===== config.mk =====
export PLATFORM = sky130hd
export DESIGN_NAME = descriptor_dequeue
export DESIGN_NICKNAME = d
export VERILOG_FILES = /design/src/rtl/tsn_desc_pkg.sv /design/src/rtl/desc_ack_timer.sv /design/src/rtl/descriptor_dequeue.sv
export SDC_FILE = /design/constraint.sdc
export NUM_CORES = 1
export LEC_CHECK = 0
export BUFFER_PORTS_ARGS = -buffer_cell sky130_fd_sc_hd__buf_2
export CELL_PAD_IN_SITES_DETAIL_PLACEMENT = 1
export CELL_PAD_IN_SITES_GLOBAL_PLACEMENT = 2
export CORE_MARGIN = 1
export CORE_UTILIZATION = 31
export CTS_BUF_LIST = sky130_fd_sc_hd__clkbuf_8
export DETAILED_ROUTE_END_ITERATION = 12
export HOLD_SLACK_MARGIN = 0.03
export PLACE_DENSITY_LB_ADDON = 0.1
export REMOVE_ABC_BUFFERS = 1
export SETUP_SLACK_MARGIN = 0.1
export SLEW_MARGIN = 0
export SYNTH_ARGS = -nofsm -noshare
export SYNTH_HDL_FRONTEND = slang
export SYNTH_SLANG_ARGS = --single-unit

===== constraint.sdc =====
create_clock -name i_clk -period 4.1 [get_ports i_clk]
set_input_delay 0.615 -clock i_clk [delete_from_list [all_inputs] [get_ports i_clk]]
set_output_delay 0.615 -clock i_clk [all_outputs]
set_load 0.02 [all_outputs]

===== src/rtl/tsn_desc_pkg.sv =====
// Shared descriptor definitions for the input-queue dequeue path:
// field widths, bit positions, TS type codes and dequeue FSM states.
package tsn_desc_pkg;

    localparam int TSNTAG_W   = 48;
    localparam int BUFID_W    = 9;
    localparam int PKT_TYPE_W = 3;
    localparam int DESC_W     = 60;

    localparam int BUFID_LSB    = 0;
    localparam int BUFID_MSB    = 8;
    localparam int TSNTAG_LSB   = 9;
    localparam int TSNTAG_MSB   = 56;
    localparam int PKT_TYPE_LSB = 57;
    localparam int PKT_TYPE_MSB = 59;

    localparam logic [PKT_TYPE_W-1:0] PKT_TS0 = 3'd0;
    localparam logic [PKT_TYPE_W-1:0] PKT_TS1 = 3'd1;
    localparam logic [PKT_TYPE_W-1:0] PKT_TS2 = 3'd2;

    typedef enum logic [1:0] {
        IDLE_S     = 2'd0,
        READ_S     = 2'd1,
        CAPTURE_S  = 2'd2,
        WAIT_ACK_S = 2'd3
    } state_e;

    typedef struct packed {
        logic [PKT_TYPE_W-1:0] pkt_type;
        logic [TSNTAG_W-1:0]   tsntag;
        logic [BUFID_W-1:0]    bufid;
    } desc_t;

    function automatic logic is_ts(input logic [PKT_TYPE_W-1:0] t);
        return (t == PKT_TS0) || (t == PKT_TS1) || (t == PKT_TS2);
    endfunction

endpackage


===== src/rtl/desc_ack_timer.sv =====
// Ack wait counter, expiry flag and saturating drop counter.
// Built only when DESC_ACK_TIMEOUT_EN is defined.
module desc_ack_timer #(
    parameter int TIMEOUT_CYCLES = 1024
) (
    input  logic        i_clk,
    input  logic        i_rst,
    input  logic        i_start,
    input  logic        i_wait,
    input  logic        i_ack,
    output logic        o_expire,
    output logic [15:0] ov_drop_cnt
);

    localparam logic [15:0] LAST = 16'(TIMEOUT_CYCLES - 1);

    logic [15:0] wait_cnt_q, wait_cnt_d;
    logic [15:0] drop_cnt_q, drop_cnt_d;

    assign o_expire    = i_wait && (wait_cnt_q == LAST);
    assign ov_drop_cnt = drop_cnt_q;

    // Clear on entry to the wait, count each wait cycle; count drops
    // only when expiry is not rescued by a same-cycle ack.
    always_comb begin
        wait_cnt_d = wait_cnt_q;
        drop_cnt_d = drop_cnt_q;
        if (i_start) begin
            wait_cnt_d = '0;
        end else if (i_wait) begin
            wait_cnt_d = wait_cnt_q + 16'd1;
        end
        if (o_expire && !i_ack && (drop_cnt_q != 16'hFFFF)) begin
            drop_cnt_d = drop_cnt_q + 16'd1;
        end
    end

    // Counter registers.
    always_ff @(posedge i_clk or posedge i_rst) begin
        if (i_rst) begin
            wait_cnt_q <= '0;
            drop_cnt_q <= '0;
        end else begin
            wait_cnt_q <= wait_cnt_d;
            drop_cnt_q <= drop_cnt_d;
        end
    end

endmodule


===== src/rtl/descriptor_dequeue.sv =====
// Pops descriptors from the input-queue FIFO and steers each to the TS
// or BE consumer over a wr/ack handshake. Optional: DESC_ACK_TIMEOUT_EN.
module descriptor_dequeue
    import tsn_desc_pkg::*;
#(
    parameter int TIMEOUT_CYCLES = 1024
) (
    input  logic                  i_clk,
    input  logic                  i_rst,
    input  logic [DESC_W-1:0]     iv_fifo_rdata,
    input  logic                  i_fifo_empty,
    output logic                  o_fifo_rd,
    output logic [TSNTAG_W-1:0]   ov_tsntag_ts,
    output logic [BUFID_W-1:0]    ov_bufid_ts,
    output logic [PKT_TYPE_W-1:0] ov_pkt_type_ts,
    output logic                  o_descriptor_wr_ts,
    input  logic                  i_descriptor_ack_ts,
    output logic [TSNTAG_W-1:0]   ov_tsntag_be,
    output logic [BUFID_W-1:0]    ov_bufid_be,
    output logic [PKT_TYPE_W-1:0] ov_pkt_type_be,
    output logic                  o_descriptor_wr_be,
    input  logic                  i_descriptor_ack_be,
    output logic [15:0]           ov_drop_cnt
);

    state_e state_q, state_d;
    logic   rd_q, rd_d;
    logic   wr_ts_q, wr_ts_d;
    logic   wr_be_q, wr_be_d;
    desc_t  ts_q, ts_d;
    desc_t  be_q, be_d;
    desc_t  cap;
    logic   ack_sel;
    logic   expire;

    assign cap.pkt_type = iv_fifo_rdata[PKT_TYPE_MSB:PKT_TYPE_LSB];
    assign cap.tsntag   = iv_fifo_rdata[TSNTAG_MSB:TSNTAG_LSB];
    assign cap.bufid    = iv_fifo_rdata[BUFID_MSB:BUFID_LSB];

    assign ack_sel = wr_ts_q ? i_descriptor_ack_ts : i_descriptor_ack_be;

`ifdef DESC_ACK_TIMEOUT_EN
    desc_ack_timer #(
        .TIMEOUT_CYCLES(TIMEOUT_CYCLES)
    ) u_timer (
        .i_clk      (i_clk),
        .i_rst      (i_rst),
        .i_start    (state_q == CAPTURE_S),
        .i_wait     (state_q == WAIT_ACK_S),
        .i_ack      (ack_sel),
        .o_expire   (expire),
        .ov_drop_cnt(ov_drop_cnt)
    );
`else
    assign expire      = 1'b0;
    assign ov_drop_cnt = '0;
`endif

    // Dequeue FSM: pop, wait a cycle for read data, capture, await ack.
    always_comb begin
        state_d = state_q;
        rd_d    = 1'b0;
        wr_ts_d = wr_ts_q;
        wr_be_d = wr_be_q;
        ts_d    = ts_q;
        be_d    = be_q;
        case (state_q)
            IDLE_S: begin
                if (!i_fifo_empty) begin
                    rd_d    = 1'b1;
                    state_d = READ_S;
                end
            end
            READ_S: begin
                state_d = CAPTURE_S;
            end
            CAPTURE_S: begin
                if (is_ts(cap.pkt_type)) begin
                    ts_d    = cap;
                    wr_ts_d = 1'b1;
                end else begin
                    be_d    = cap;
                    wr_be_d = 1'b1;
                end
                state_d = WAIT_ACK_S;
            end
            WAIT_ACK_S: begin
                if (ack_sel || expire) begin
                    wr_ts_d = 1'b0;
                    wr_be_d = 1'b0;
                    ts_d    = '0;
                    be_d    = '0;
                    state_d = IDLE_S;
                end
            end
            default: begin
                wr_ts_d = 1'b0;
                wr_be_d = 1'b0;
                ts_d    = '0;
                be_d    = '0;
                state_d = IDLE_S;
            end
        endcase
    end

    // State and output registers; reset drops any outstanding descriptor.
    always_ff @(posedge i_clk or posedge i_rst) begin
        if (i_rst) begin
            state_q <= IDLE_S;
            rd_q    <= 1'b0;
            wr_ts_q <= 1'b0;
            wr_be_q <= 1'b0;
            ts_q    <= '0;
            be_q    <= '0;
        end else begin
            state_q <= state_d;
            rd_q    <= rd_d;
            wr_ts_q <= wr_ts_d;
            wr_be_q <= wr_be_d;
            ts_q    <= ts_d;
            be_q    <= be_d;
        end
    end

    assign o_fifo_rd          = rd_q;
    assign o_descriptor_wr_ts = wr_ts_q;
    assign o_descriptor_wr_be = wr_be_q;
    assign ov_pkt_type_ts     = ts_q.pkt_type;
    assign ov_tsntag_ts       = ts_q.tsntag;
    assign ov_bufid_ts        = ts_q.bufid;
    assign ov_pkt_type_be     = be_q.pkt_type;
    assign ov_tsntag_be       = be_q.tsntag;
    assign ov_bufid_be        = be_q.bufid;

endmodule


## Word-level counts from Yosys, hierarchy flattened

Index checks and enable logic that the tools add are counted.

| word-level totals | value |
|---|---|
| input port bits | 65 |
| memory bits (read-only) | 0 |
| word-level logic and storage cells | 43 |
| bits in registers | 125 |
| RAM bits | 0 |
| bits in latches | 0 |
| memories | 0 |
| output and inout bits | 139 |

| operators by class | value |
|---|---|
| equality and inequality tests | 9 |
| $mul | 0 |
| bitwise operators | 0 |
| muxes and demuxes | 16 |
| order comparisons | 0 |
| add/subtract/negate cells | 0 |
| reduce and logical (&&, ||, !) cells | 8 |
| divide/modulo/power cells | 0 |
| shift-type cells | 0 |

Operators with widths:

| operator | count |
|---|---|
| case mux 60 bit (2 select lines) | 2 |
| 2-to-1 mux 60 bit | 3 |
| != test 2 bit (second input constant) | 4 |
| case mux 2 bit (4 select lines) | 1 |
| 2-to-1 mux 1 bit | 6 |
| AND reduction 3 bit | 2 |
| == test 2 bit (second input constant) | 2 |
| 2-to-1 mux 2 bit | 2 |
| case mux 1 bit (2 select lines) | 2 |
| == test 3 x 1 -> 1 bit (second input constant) | 1 |
| == test 3 x 2 -> 1 bit (second input constant) | 1 |
| zero test 3 bit | 1 |
| == test 2 x 1 -> 1 bit (second input constant) | 1 |
| zero test 2 bit | 1 |
| logical OR 1 bit | 2 |
| AND reduction 2 bit | 1 |
| nonzero test 2 bit | 1 |

## Depth between registers and ports, before layout

Gate-level depths: netlist of run 1.

| depth | value |
|---|---|
| word-level depth | 5 |
| depth in mapped cells | 9 |
| gate-level depth less buffers | 6 |

## Least setup slack after synthesis of run 1

OpenSTA, ideal clock, no wires.

| path | value |
|---|---|
| path type | in2reg |
| from | input iv_fifo_rdata[57] |
| to | register be_q, in the netlist ov_tsntag_be[17] |
| cell stages on the path | 7 |
| library setup time | 0.079 ns |
| data required time | 4.021 ns |
| path buffers | 3 |
| arrival time | 1.697 ns |
| setup slack | 2.324 ns |
| cell sequence | and2_1 > or3_1 > clkbuf_1 > buf_6 > nand2_8 > buf_6 > o2bb2ai_2 |

| between the ends | value |
|---|---|
| cells in the longest elaborated chain, start to end | 5 |
| elaborated cells on any way between the ends | 7 |
| those cells by class | eq/ne: 3; reduce/logical: 4 |

Ends and longest elaborated chain:

| item | RTL line | source |
|---|---|---|
| start, declared | descriptor_dequeue.sv:10 | `input logic [DESC_W-1:0] iv_fifo_rdata,` |
| == test 3 x 1 -> 1 bit / zero test 3 bit (equally long branches) | tsn_desc_pkg.sv:35 | `return (t == PKT_TS0) \|\| (t == PKT_TS1) \|\| (t == PKT_TS2);` |
| logical OR 1 bit | tsn_desc_pkg.sv:35 |  |
| logical OR 1 bit * | tsn_desc_pkg.sv:35 |  |
| != test 2 bit (no source line) * | n/a |  |
| AND reduction 3 bit (no source line) * | n/a |  |
| end signal, assigned | descriptor_dequeue.sv:114 | `be_q <= '0;` |
| end signal, assigned | descriptor_dequeue.sv:121 | `be_q <= be_d;` |
| end, declared | descriptor_dequeue.sv:31 | `desc_t be_q, be_d;` |

Mark *: on every way between the ends. The rest lies on a longest branch, timed or not.
A chain may end at the register's enable or synchronous reset.

## Worst setup path in the final report of run 1

| path | value |
|---|---|
| from | register state_q[0] |
| to | register be_q, in the netlist ov_pkt_type_be[0] |

| between the ends | value |
|---|---|
| cells in the longest elaborated chain, start to end | 3 |
| elaborated cells on any way between the ends | 7 |
| those cells by class | eq/ne: 4; mux: 1; reduce/logical: 2 |

Ends and longest elaborated chain:

| item | RTL line | source |
|---|---|---|
| start, declared | descriptor_dequeue.sv:26 | `state_e state_q, state_d;` |
| start signal, assigned | descriptor_dequeue.sv:116 | `state_q <= state_d;` |
| == test 2 bit | descriptor_dequeue.sv:67 | `case (state_q)` |
| != test 2 bit (no source line) / nonzero test 2 bit (equally long branches) | n/a |  |
| AND reduction 3 bit (no source line) | n/a |  |

Several ways; a longest one is shown, not always the timed one.

==> results of run 1 <==
==> sequential cells by signal (all words and copies together) (netlist names), 2 cells and up <==
signal,flops
ov_tsntag_be,48
ov_tsntag_ts,48
ov_bufid_be,9
ov_bufid_ts,9
ov_pkt_type_be,3
ov_pkt_type_ts,3
state_q,2
==> worst paths after layout <==
kind / slack, ps / to / cells past startpoint / startpoint
worst min register to register: 510 / ov_tsntag_ts[22] / 1 / ov_tsntag_ts[22]
worst min-delay path: 340 / o_fifo_rd / 2 / i_fifo_empty
worst max-delay path: 820 / ov_pkt_type_be[0] / 6 / state_q[0]
worst max register to register: 820 / ov_pkt_type_be[0] / 6 / state_q[0]
max in group asynchronous: 2870 / ov_tsntag_ts[29] / 3 / i_rst
min in group asynchronous: 400 / ov_bufid_ts[4] / 2 / i_rst
==> where the power goes <==
group / internal [mW] / leakage [nW] / switching, mW
Clock: 0.786 / 0.239 / 0.508
Combinational: 1.22 / 1.85 / 2.14
Sequential: 1.75 / 1.60 / 0.450
Total: 3.76 / 3.69 / 3.10
==> cell type report <==
cell class | count | area share (%)
Clock buffer | 21 | 3.722
Inverter | 5 | 0.2739
Clock inverter | 11 | 2.417
Timing Repair Buffer | 194 | 13.05
Tap cell | 265 | 4.269
Sequential cell | 125 | 40.28
Multi-Input combinational cell | 292 | 35.99
==> stage by stage <==
stage	instances	setup WS [ps]	area (µm²)	setup TNS, ps	hold WS, ps
after floorplan	422	-1966	5919	-186370	499.6
after global placement	881	900.1	7289	0	487.2
final	913	818.3	7766	0	344.8
after global routing	913	601.5	7766	0	320.8
after CTS	913	798.8	7766	0	314.7
after detailed placement	881	813.7	7289	0	494.1
==> cell families (layout without fill, tap and decap cells) <==
logic type	Yosys count	in the layout	synth area share, %
mux	62	62	9.932
fa+ha+maj	3	3	0.5996
buf+inv	69	231	6.654
flops	125	125	49.96
compound gates	188	188	30.98
other cells	1	16	0.05989
simple gates	23	23	1.819
==> worst register-to-register path, cell delays in order, from the launching register on <==
cell                        delay [ps]
sky130_fd_sc_hd__dfrtp_1           420
sky130_fd_sc_hd__inv_1              90
sky130_fd_sc_hd__ha_1              220
sky130_fd_sc_hd__inv_2             440
sky130_fd_sc_hd__or3_2             960
sky130_fd_sc_hd__nand2_8           610
sky130_fd_sc_hd__o2bb2ai_2         400
==> cell usage after synthesis (3+ instances only) <==
cell type / count / share of area [%]
sky130_fd_sc_hd__dfrtp_1: 125 / 50
sky130_fd_sc_hd__mux2i_1: 61 / 9.8
sky130_fd_sc_hd__o2bb2ai_2: 60 / 14
sky130_fd_sc_hd__o2bb2ai_1: 59 / 8.3
sky130_fd_sc_hd__a22oi_1: 45 / 5.4
sky130_fd_sc_hd__clkbuf_1: 26 / 1.6
sky130_fd_sc_hd__buf_4: 20 / 2.4
sky130_fd_sc_hd__nand2_1: 16 / 0.96
sky130_fd_sc_hd__a2bb2oi_1: 14 / 2.0
sky130_fd_sc_hd__buf_2: 9 / 0.72
sky130_fd_sc_hd__buf_8: 5 / 1.2
sky130_fd_sc_hd__inv_1: 4 / 0.24
sky130_fd_sc_hd__a21oi_1: 3 / 0.24
sky130_fd_sc_hd__ha_1: 3 / 0.60
sky130_fd_sc_hd__o21ai_1: 3 / 0.24
==> layer usage <==
layer	GRT usage (%)	up-vias
met5	0	-
met4	6.159	0
met3	4.503	18
met2	28.91	136
met1	24.01	2394
li1	-	2122
==> implementation parameters, run 1 <==
Parameter                              Value

Final layout
  Fraction of layout instances using a drive strength above 1 ... 45.22%
  Diode count ... 0
  Post-layout utilization of the core ... 39.51%
  Number of nets at the end of the flow ... approximately 700
  Filler instances ... ~2200
  Area occupied by multi-input gates ... approximately 2800 µm²
  Area taken by flip-flops and latches ... between 3000 and 4000 µm²
  Synth-to-layout area growth ... 24.04%
  Most common library cell in the layout ignoring fill and taps ... sky130_fd_sc_hd__buf_2
  Top library cells by usage in the layout, fill and taps aside ... sky130_fd_sc_hd__buf_2, sky130_fd_sc_hd__dfrtp_1, sky130_fd_sc_hd__mux2i_1, sky130_fd_sc_hd__o2bb2ai_2, sky130_fd_sc_hd__o2bb2ai_1

Logic synthesis
  Yosys warning total ... 0
  Flops & latches, synth ... about 130
  Post-synth EDFFs ... 0
  Proportion of synthesized chip area in sequential cells ... approximately half
  Cell count after synthesis ... 471
  Netlist area before placement ... 6261 µm²
  Leading register cell type out of synthesis ... sky130_fd_sc_hd__dfrtp_1
  Syn avg cell area ... approximately 13 µm²
  Number of different library cells in the post-synthesis netlist ... 30
  Asr flop ratio synth ... between 90% and 100%

Clock tree
  Number of CTS-inserted buffers ... 17
  Maximum level of the CTS H-tree ... 4
  Register clock-pin slew on the reported worst setup and hold paths ... 70 ps
  Total number of clock tree sinks ... approximately 130
  Hold buffer count at cts ... 0
  CTS root buf ... sky130_fd_sc_hd__clkbuf_8
  Latest clock arrival within the worst-skew pair ... around 430 ps
  Postcts setup bufs ... 0
  Post-CTS sizing ... 0
  TritonCTS clock tree ... done
  Clock tree buffer depth ... 2

Floorplanning
  Die span in x ... about 140 µm
  Number of primary I/O pins ... roughly 200
  Area of the die ... about 21000 µm²
  Standard-cell row count ... just over 50
  Initial Utilization ... 31.86%
  Area inside the core boundary ... roughly 20000 µm²
  Height of the die ... approximately 140 µm

Setup path
  Crit path required time ... about 4400 ps
  Type of the worst setup path ... register to register
  Worst-path cell chain ... inv_1, ha_1, inv_2, or3_2, nand2_8, o2bb2ai_2
  Max stage delay cell, worst path ... sky130_fd_sc_hd__or3_2
  Data arrival time at the worst-slack endpoint ... roughly 3600 ps
  Endpoint kind of the worst setup timing path ... register
  Worst stage delay on the critical path ... ~960 ps
  CP Buf/Inv Count ... 2
  Type of element launching the critical path ... register
  CP delay by family, top ... simple AND/OR/NAND/NOR gates
  Worst-path fanout max ... 60

Min path
  Class of the worst hold path ... input port to register

Placed design
  Weighted congestion at the end of routability-driven global placement ... around 0.72
  Number of port buffers ... ~190
  Total half-perimeter wirelength after legalization and detailed placement ... approximately 12 mm

GRT
  Maximum number of pins on one net before global-route repair ... 76
  Remaining Overflow, GRT ... 0
  Global-route usage over all layers ... 18.18%
  Number of antenna violations at the first check in global routing ... 0
  Global-route wire length before repair ... between 20 and 30 mm
  Vias in the first global route ... around 4900

Route
  WL met3 ... around 1.1 mm
  Final wirelength ... ~18 mm
  Detailed-route wire length on metal 1 ... roughly 8 mm
  Remaining antenna violation count after routing ... 0
  Uppermost signal routing layer after detailed routing ... met4
  Total via count in the routed design ... around 4700
  Violation count after the first detailed-route iteration ... 181
  DR WL met2 ... approximately 8.6 mm
  Residual DRC count ... 0
  Average via count per standard cell ... between 5 and 6
  Wire length per cell after detailed routing ... 19.69 µm
  Drt pass-1 iters ... 4

Timing
  Final max-slew violation count ... 0
  Maximum frequency from static timing analysis ... 0.3047 GHz
  Final count of negative-setup-slack endpoints ... 0
  Worst relative slew slack ... ~25%
  Unrepaired setup endpoints after global routing ... no
  Clock skew after layout ... roughly 7.9 ps
  Post-route minimum period ... about 3300 ps
  Slew @ Worst Pin ... between 1000 and 1500 ps
  Final Hold Fails ... 0
  Period utilisation layout ... approximately four fifths

Run
  Maximum Capacitance Violations ... 0

Power
  Maximum resistive drop on vdd ... 0.0002992 V
  Pleak ... roughly 3.7 nW
  Sum of internal, switching and leakage power ... about 6.9 mW
  Pwr Density ... between 800 and 900 nW/µm²

Run status
  Result of the run ... complete, no violations
(Power assumes the default switching activity.)
==> run 2, diff against run 1 <==
--- a/config.mk
+++ b/config.mk
@@ -5,11 +5,12 @@
 export SDC_FILE = /design/constraint.sdc
 export NUM_CORES = 1
 export LEC_CHECK = 0
+export ABC_AREA = 1
 export BUFFER_PORTS_ARGS = -buffer_cell sky130_fd_sc_hd__buf_2
 export CELL_PAD_IN_SITES_DETAIL_PLACEMENT = 1
 export CELL_PAD_IN_SITES_GLOBAL_PLACEMENT = 2
 export CORE_MARGIN = 1
-export CORE_UTILIZATION = 31
+export CORE_UTILIZATION = 29
 export CTS_BUF_LIST = sky130_fd_sc_hd__clkbuf_8
 export DETAILED_ROUTE_END_ITERATION = 12
 export HOLD_SLACK_MARGIN = 0.03
==> constraint.sdc (replaced) <==
create_clock -name i_clk -period 3.2 [get_ports i_clk]
set_input_delay 0.48 -clock i_clk [delete_from_list [all_inputs] [get_ports i_clk]]
set_output_delay 0.48 -clock i_clk [all_outputs]
set_load 0.02 [all_outputs]
==> run 2 against run 1 <==
Compared with the run above:
- via count rose by 11%
- first-iteration DRC count rose by 31%
- wire length rose by 3.2%
- combinational power rose by 29%
- clock skew rose by 0.81 ps
- sequential power rose by 23%
- critical path type unchanged
- critical endpoint is now ov_tsntag_ts[7]
- highest routed layer unchanged
==> implementation parameters, run 2 <==
Parameter                              Value

Timing
  Clock skew after layout ... 8.697 ps (was 7.888 ps)
  Unrepaired setup endpoints after global routing ... no (unchanged)
  Post-route minimum period ... 2567 ps (was 3282 ps)
  Final Hold Fails ... 0 (unchanged)
  Worst relative slew slack ... 49.20% (was 25.44%)
  Slew @ Worst Pin ... 762.1 ps (was 1118 ps)
  Maximum frequency from static timing analysis ... 0.3895 GHz (was 0.3047 GHz)
  Setup Total Neg Slack ... 0 ps (unchanged)
  Final max-slew violation count ... 0 (unchanged)
  Final count of negative-setup-slack endpoints ... 0 (unchanged)
  Period utilisation layout ... 80.23% (was 80.04%)
  Post-route worst setup slack ... 632.6 ps (was 818.3 ps)

Logic synthesis
  XOR/XNOR Fraction of Synth Area ... 0% (unchanged)
  Flops & latches, synth ... 125 (unchanged)
  Compound-cell area share of the yosys netlist ... 0.2172% (was 30.98%)
  Cell type with the highest aggregate area in the netlist ... sky130_fd_sc_hd__dfrtp_1 (unchanged)
  Leading register cell type out of synthesis ... sky130_fd_sc_hd__dfrtp_1 (unchanged)
  Cell count after synthesis ... 704 (was 471)
  Top-count cell post-synth ... sky130_fd_sc_hd__nand2_1 (was sky130_fd_sc_hd__dfrtp_1)
  Asr flop ratio synth ... 100.0% (unchanged)
  Netlist area before placement ... 5761 µm² (was 6261 µm²)
  Top cells by area in the synthesized netlist ... sky130_fd_sc_hd__dfrtp_1, sky130_fd_sc_hd__nand2_1, sky130_fd_sc_hd__nand4_1 (was sky130_fd_sc_hd__dfrtp_1, sky130_fd_sc_hd__o2bb2ai_2, sky130_fd_sc_hd__mux2i_1)
  Post-synthesis mux area share ... 0% (was 9.932%)
  Post-synth EDFFs ... 0 (unchanged)
  Most numerous cell types in the synthesized netlist ... sky130_fd_sc_hd__nand2_1, sky130_fd_sc_hd__dfrtp_1, sky130_fd_sc_hd__inv_1, sky130_fd_sc_hd__nand4_1, sky130_fd_sc_hd__nor2_1 (was sky130_fd_sc_hd__dfrtp_1, sky130_fd_sc_hd__mux2i_1, sky130_fd_sc_hd__o2bb2ai_2, sky130_fd_sc_hd__o2bb2ai_1, sky130_fd_sc_hd__a22oi_1)
  Proportion of synthesized chip area in sequential cells ... 54.30% (was 49.96%)
  Number of different library cells in the post-synthesis netlist ... 21 (was 30)
  Post-synthesis share of cell area spent on and, or, nand and nor gates ... 33.43% (was 1.819%)
  Syn avg cell area ... 8.183 µm² (was 13.29 µm²)
  Area share of the largest cell type after synthesis ... 54.30% (was 49.96%)
  Yosys warning total ... 0 (unchanged)
  Adder and majority cell fraction of the synthesized area ... 0.6516% (was 0.5995%)
  Main combinational cell family by area after synthesis ... simple AND/OR/NAND/NOR gates (was compound AO/OA/AOI/OAI gates)

Setup path
  Crit path required time ... 3520 ps (was 4400 ps)
  Type of the worst setup path ... register to register (unchanged)
  Data arrival time at the worst-slack endpoint ... 2890 ps (was 3580 ps)
  CP delay by family, top ... simple AND/OR/NAND/NOR gates (unchanged)
  Type of element launching the critical path ... register (unchanged)
  Worst-path fanout max ... 60 (unchanged)
  CP Buf/Inv Count ... 1 (was 2)
  Worst stage delay on the critical path ... 490 ps (was 960 ps)
  Cell with the most instances on the worst path ... sky130_fd_sc_hd__nand2_1
  Max stage delay cell, worst path ... sky130_fd_sc_hd__nand2_4 (was sky130_fd_sc_hd__or3_2)
  Worst-path cell chain ... ha_2, buf_4, nand2_1, nand2_4, nand2_4, nand2_1, nand2_1 (was inv_1, ha_1, inv_2, or3_2, nand2_8, o2bb2ai_2)
  Endpoint kind of the worst setup timing path ... register (unchanged)
  R2r setup slk ... 630 ps (was 820 ps)

Placed design
  Weighted congestion at the end of routability-driven global placement ... 0.7408 (was 0.7207)
  Placement-stage worst setup slack ... 582.2 ps (was 813.7 ps)
  Number of port buffers ... 187 (unchanged)
  Total half-perimeter wirelength after legalization and detailed placement ... 12.00 mm (was 11.56 mm)

Clock tree
  Latest clock arrival within the worst-skew pair ... 440 ps (was 430 ps)
  Register clock-pin slew on the reported worst setup and hold paths ... 70 ps (about the same)
  Maximum level of the CTS H-tree ... 4 (unchanged)
  Postcts setup bufs ... 0 (unchanged)
  Clock tree buffer depth ... 2 (unchanged)
  Hold buffer count at cts ... 0 (unchanged)
  TritonCTS clock tree ... done (unchanged)
  Number of CTS-inserted buffers ... 17 (unchanged)
  CTS root buf ... sky130_fd_sc_hd__clkbuf_8 (unchanged)
  Total number of clock tree sinks ... 125 (unchanged)
  Post-CTS sizing ... 0 (unchanged)

Route
  Wire length per cell after detailed routing ... 16.19 µm (was 19.69 µm)
  Violation count after the first detailed-route iteration ... 238 (was 181)
  Final wirelength ... 18.55 mm (was 17.98 mm)
  Total via count in the routed design ... 5178 (was 4670)
  Residual DRC count ... 0 (unchanged)
  Drt pass-1 iters ... 5 (was 4)
  Remaining antenna violation count after routing ... 0 (unchanged)
  Average via count per standard cell ... 4.518 (was 5.115)

GRT
  Vias in the first global route ... 5434 (was 4924)
  Number of antenna violations at the first check in global routing ... 1 (was 0)
  Global-route wire length before repair ... 29.24 mm (was 28.43 mm)
  Remaining Overflow, GRT ... 0 (unchanged)
  Global-route usage over all layers ... 18.94% (was 18.18%)
  Maximum number of pins on one net before global-route repair ... 61 (was 76)

Floorplanning
  Height of the die ... 142.9 µm (was 144.1 µm)
  Number of primary I/O pins ... 204 (unchanged)
  Area of the die ... 20430 µm² (was 20770 µm²)
  Standard-cell row count ... 51 (unchanged)
  Initial Utilization ... 29.60% (was 31.86%)
  Die span in x ... 142.9 µm (was 144.1 µm)
  Area inside the core boundary ... 19460 µm² (was 19650 µm²)

Final layout
  Number of nets at the end of the flow ... 937 (was 703)
  Diode count ... 0 (unchanged)
  Filler instances ... 2391 (was 2206)
  Fraction of layout instances using a drive strength above 1 ... 26.79% (was 45.22%)
  Area occupied by multi-input gates ... 2038 µm² (was 2795 µm²)
  Most common library cell in the layout ignoring fill and taps ... sky130_fd_sc_hd__nand2_1 (was sky130_fd_sc_hd__buf_2)
  Synth-to-layout area growth ... 25.24% (was 24.04%)
  Top library cells by usage in the layout, fill and taps aside ... sky130_fd_sc_hd__nand2_1, sky130_fd_sc_hd__buf_2, sky130_fd_sc_hd__dfrtp_1, sky130_fd_sc_hd__inv_1 (was sky130_fd_sc_hd__buf_2, sky130_fd_sc_hd__dfrtp_1, sky130_fd_sc_hd__mux2i_1, sky130_fd_sc_hd__o2bb2ai_2, sky130_fd_sc_hd__o2bb2ai_1)
  Area taken by flip-flops and latches ... 3128 µm² (unchanged)

Power
  Internal power ... 4.426 mW (was 3.757 mW)
  Clock power frac ... 17.8% (was 18.9%)
  Switching Share ... 48.27% (was 45.18%)
  Maximum resistive drop on vdd ... 0.0004329 V (was 0.0002992 V)
  Combinational power share ... 50.5% (was 48.9%)
  Sequential power share ... 31.7% (was 32.2%)
  Pwr Density ... 1186 nW/µm² (was 882.4 nW/µm²)
  Pleak ... 4.303 nW (was 3.692 nW)
  Net switching component of the power ... 4.131 mW (was 3.096 mW)

Min path
  Class of the worst hold path ... input port to async pin (was input port to register)

Run status
  Result of the run ... complete, no violations (unchanged)

Run
  Maximum Capacitance Violations ... 0 (unchanged)
==> run 2: cell count changes in the layout (fill, tap and decap cells not counted), moves of 14 or more <==
cell,before,now
sky130_fd_sc_hd__mux2i_1,61,0
sky130_fd_sc_hd__nand3_1,0,60
sky130_fd_sc_hd__nand2_1,15,252
sky130_fd_sc_hd__o2bb2ai_2,60,0
sky130_fd_sc_hd__o2bb2ai_1,59,0
sky130_fd_sc_hd__a2bb2oi_1,14,0
sky130_fd_sc_hd__nand4_1,0,61
sky130_fd_sc_hd__nor2_1,1,61
sky130_fd_sc_hd__inv_1,4,66
sky130_fd_sc_hd__a22oi_1,45,0
==> run 2: final timing paths <==
path	from	end	depth (start not counted)
max in group asynchronous	i_rst	ov_tsntag_be[41]	3
setup / recovery	state_q[1]	ov_tsntag_ts[7]	7
setup reg to reg	state_q[1]	ov_tsntag_ts[7]	7
hold reg to reg	ov_tsntag_be[31]	ov_tsntag_be[31]	2
hold / removal	i_rst	ov_tsntag_ts[25]	2
min in group i_clk	i_fifo_empty	o_fifo_rd	2
==> run 2: stage by stage <==
step	hold slack [ps]	utilization [%]	instance area (µm²)	total power, mW	instances
floorplan	480.7	-	5411	5.395	653
global placement	448.7	34.86	6784	7.021	1115
detailed placement	455.5	34.86	6784	7.144	1115
CTS	161.7	37.07	7214	8.698	1146
global route	170.7	37.07	7214	9.258	1146
finish	174.0	37.07	7214	8.557	1146
==> run 2: power by group through the flow <==
| stage | sequential (mW) | combinational [mW] | clock (mW) |
|---|---|---|---|
| after CTS | 2.73 | 4.40 | 1.57 |
| after detailed placement | 2.75 | 4.39 | 0 |
| after floorplan | 3.52 | 1.87 | 0 |
| final | 2.71 | 4.32 | 1.53 |
| after global routing | 2.81 | 4.82 | 1.63 |
| after global placement | 2.74 | 4.28 | 0 |
==> run 2: final cells by class <==
cell class	count	share of cell area [%]
Clock buffer	23	4.388
Clock inverter	8	1.578
Inverter	66	3.469
Multi-Input combinational cell	462	28.25
Sequential cell	125	43.36
Tap cell	265	4.596
Timing Repair Buffer	197	14.36
==> run 2: per-layer routing <==
layer / share of wire, % / GRT usage, % / vias to the layer above
met5: 0 / 0 / -
met4: 1.0 / 5.093 / 0
met1: 45 / 23.38 / 2514
met2: 49 / 32.35 / 140
met3: 5.3 / 5.131 / 14
li1: - / - / 2510
==> run 2: cell families after synthesis <==
kind of cell               count (synthesis)
other                                      1
AOI/OAI and AO/OA                          2
adders and majority gates                  3
DFF                                      125
and+or+nand+nor                          441
buffers and inverters                    132
==> run 3, diff against run 2 <==
==> constraint.sdc (replaced) <==
create_clock -name i_clk -period 2.45 [get_ports i_clk]
set_input_delay 0.3675 -clock i_clk [delete_from_list [all_inputs] [get_ports i_clk]]
set_output_delay 0.3675 -clock i_clk [all_outputs]
set_load 0.02 [all_outputs]
==> run 3 against run 2 <==
Compared with the run above:
- first-iteration DRC count increased by 21%
- sequential power rose by 31%
- largest cell class unchanged
- setup slack worse by 61 ps
- final area fell by 0.14%
- flip-flop and latch count stayed put
- register-to-register slack got worse by 60 ps
- count of clock-buffer cells in the layout down 2
- via count grew 1.3%
- combinational power up 31%
- wire length shrank 1.6%
==> implementation parameters, run 3 (same netlist as run 2, synthesis figures left out) <==
Parameter                              Value

Timing
  Slew @ Worst Pin ... 697.6 ps (was 762.1 ps)
  Worst relative slew slack ... 53.50% (was 49.20%)
  Unrepaired setup endpoints after global routing ... no (unchanged)
  Clock skew after layout ... 9.617 ps (was 8.697 ps)
  Final Hold Fails ... 0 (unchanged)
  Final max-slew violation count ... 0 (unchanged)
  Post-route minimum period ... 1878 ps (was 2567 ps)
  Maximum frequency from static timing analysis ... 0.5324 GHz (was 0.3895 GHz)
  Hold Worst Slack ... 99.87 ps (was 174.0 ps)
  Period utilisation layout ... 76.67% (was 80.23%)
  Final count of negative-setup-slack endpoints ... 0 (unchanged)

Route
  Wire length per cell after detailed routing ... 15.90 µm (was 16.19 µm)
  Drt pass-1 iters ... 4 (was 5)
  Violation count after the first detailed-route iteration ... 287 (was 238)
  Total via count in the routed design ... 5246 (was 5178)
  Residual DRC count ... 0 (unchanged)
  Final wirelength ... 18.25 mm (was 18.55 mm)
  Average via count per standard cell ... 4.570 (was 4.518)
  Remaining antenna violation count after routing ... 0 (unchanged)

Clock tree
  Total number of clock tree sinks ... 125 (unchanged)
  Latest clock arrival within the worst-skew pair ... 430 ps (was 440 ps)
  Register clock-pin slew on the reported worst setup and hold paths ... 70 ps (about the same)
  Hold buffer count at cts ... 0 (unchanged)
  TritonCTS clock tree ... done (unchanged)
  Clock tree buffer depth ... 2 (unchanged)
  Maximum level of the CTS H-tree ... 4 (unchanged)
  CTS root buf ... sky130_fd_sc_hd__clkbuf_8 (unchanged)
  Post-CTS sizing ... 0 (unchanged)
  Number of CTS-inserted buffers ... 17 (unchanged)
  Postcts setup bufs ... 0 (unchanged)

GRT
  Most used routing layer ... met2 (unchanged)
  Global-route wire length before repair ... 29.44 mm (was 29.24 mm)
  Met1 GRT Util ... 24.24% (was 23.38%)
  GR met3 Demand/Resource ... 4.561% (was 5.131%)
  Remaining Overflow, GRT ... 0 (unchanged)
  Number of antenna violations at the first check in global routing ... 2 (was 1)
  Vias in the first global route ... 5360 (was 5434)
  Met2 layer usage reported by global route ... 31.35% (was 32.35%)
  Maximum number of pins on one net before global-route repair ... 126 (was 61)
  Global-route usage over all layers ... 18.88% (was 18.94%)

Setup path
  Type of the worst setup path ... register to register (unchanged)
  CP Buf/Inv Count ... 2 (was 1)
  CP delay by family, top ... simple AND/OR/NAND/NOR gates (unchanged)
  Worst stage delay on the critical path ... 410 ps (was 490 ps)
  Endpoint kind of the worst setup timing path ... register (unchanged)
  Data arrival time at the worst-slack endpoint ... 2180 ps (was 2890 ps)
  Crit path required time ... 2750 ps (was 3520 ps)
  Worst-path cell chain ... inv_1, ha_1, inv_2, nor2_2, nand2_2, nand2_4, nand2_4, nand2_1, nand2_1 (was ha_2, buf_4, nand2_1, nand2_4, nand2_4, nand2_1, nand2_1)
  Max stage delay cell, worst path ... sky130_fd_sc_hd__dfrtp_1 (was sky130_fd_sc_hd__nand2_4)
  Type of element launching the critical path ... register (unchanged)
  Worst-path fanout max ... 60 (unchanged)

Final layout
  Top library cells by usage in the layout, fill and taps aside ... sky130_fd_sc_hd__nand2_1, sky130_fd_sc_hd__buf_2, sky130_fd_sc_hd__dfrtp_1, sky130_fd_sc_hd__inv_1 (unchanged)
  Number of standard cells in the final layout excluding fillers ... 1148 (was 1146)
  Filler instances ... 2474 (was 2391)
  Fraction of layout instances using a drive strength above 1 ... 26.95% (was 26.79%)
  Area taken by flip-flops and latches ... 3128 µm² (unchanged)
  Diode count ... 0 (unchanged)
  Most common library cell in the layout ignoring fill and taps ... sky130_fd_sc_hd__nand2_1 (unchanged)
  Synth-to-layout area growth ... 25.07% (was 25.24%)
  Number of nets at the end of the flow ... 940 (was 937)
  Area occupied by multi-input gates ... 2038 µm² (unchanged)

Placed design
  Weighted congestion at the end of routability-driven global placement ... 0.7621 (was 0.7408)
  Placed cell count ... 1118 (was 1115)
  Number of port buffers ... 187 (unchanged)
  Total half-perimeter wirelength after legalization and detailed placement ... 11.59 mm (was 12.00 mm)

Power
  Maximum resistive drop on vdd ... 0.0007562 V (was 0.0004329 V)
  Sum of internal, switching and leakage power ... 11.02 mW (was 8.557 mW)
  Pleak ... 4.297 nW (was 4.303 nW)
  Pwr Density ... 1530 nW/µm² (was 1186 nW/µm²)

Floorplanning
  Height of the die ... 142.9 µm (unchanged)
  Standard-cell row count ... 51 (unchanged)
  Die span in x ... 142.9 µm (unchanged)
  Area inside the core boundary ... 19460 µm² (unchanged)
  Area of the die ... 20430 µm² (unchanged)
  Number of primary I/O pins ... 204 (unchanged)
  Initial Utilization ... 29.60% (unchanged)

Run
  Maximum Capacitance Violations ... 0 (unchanged)

Min path
  Class of the worst hold path ... input port to register (was input port to async pin)

Run status
  Result of the run ... complete, no violations (unchanged)
## run 3: cell types whose count changed in the layout (fill, tap and decap cells not counted), sizes merged
cell / delta
buf: +3
clkbuf: -2
bufinv: -1
clkinv: +1
clkinvlp: +1
## run 3: layout make-up
cell class	instances	share of cell area (%)
inverter	66	3.473
sequential	125	43.42
clock buffer	21	4.012
timing repair buffer	200	14.87
tap	265	4.602
clock inverter	9	1.337
multi-input combinational	462	28.29
## run 3: path summary, 6_finish.rpt
kind | startpoint | endpoint | slack [ps] | cells past startpoint
max | state_q[0] | ov_tsntag_ts[40] | 570 | 9
min | i_fifo_empty | o_fifo_rd | 100 | 2
max reg2reg | state_q[0] | ov_tsntag_ts[40] | 570 | 9
min reg2reg | ov_tsntag_be[0] | ov_tsntag_be[0] | 470 | 2
max in group asynchronous | i_rst | ov_tsntag_ts[33] | 1820 | 3
min in group asynchronous | i_rst | ov_tsntag_be[27] | 120 | 3
## run 3: stage by stage
| step | setup TNS (ps) | util (%) | instance area (µm²) | setup slack (ps) |
|---|---|---|---|---|
| floorplan | -312990 | - | 5411 | -1401 |
| global placement | 0 | 35.04 | 6819 | 625.0 |
| detailed placement | 0 | 35.04 | 6819 | 547.1 |
| CTS | 0 | 37.02 | 7204 | 517.1 |
| global route | 0 | 37.02 | 7204 | 329.7 |
| finish | 0 | 37.02 | 7204 | 571.6 |
## run 3: power breakdown
part	internal (mW)	switching, mW	leakage (nW)
logic	1.65	4.02	2.51
clock network	0.987	0.812	0.203
registers	3.02	0.529	1.58
## run 3: routing by layer
| layer | vias up | share of wire (%) |
|---|---|---|
| met4 | 2 | 1.1 |
| met2 | 135 | 49 |
| li1 | 2520 | - |
| met3 | 16 | 5.5 |
| met5 | - | 0.071 |
| met1 | 2573 | 44 |
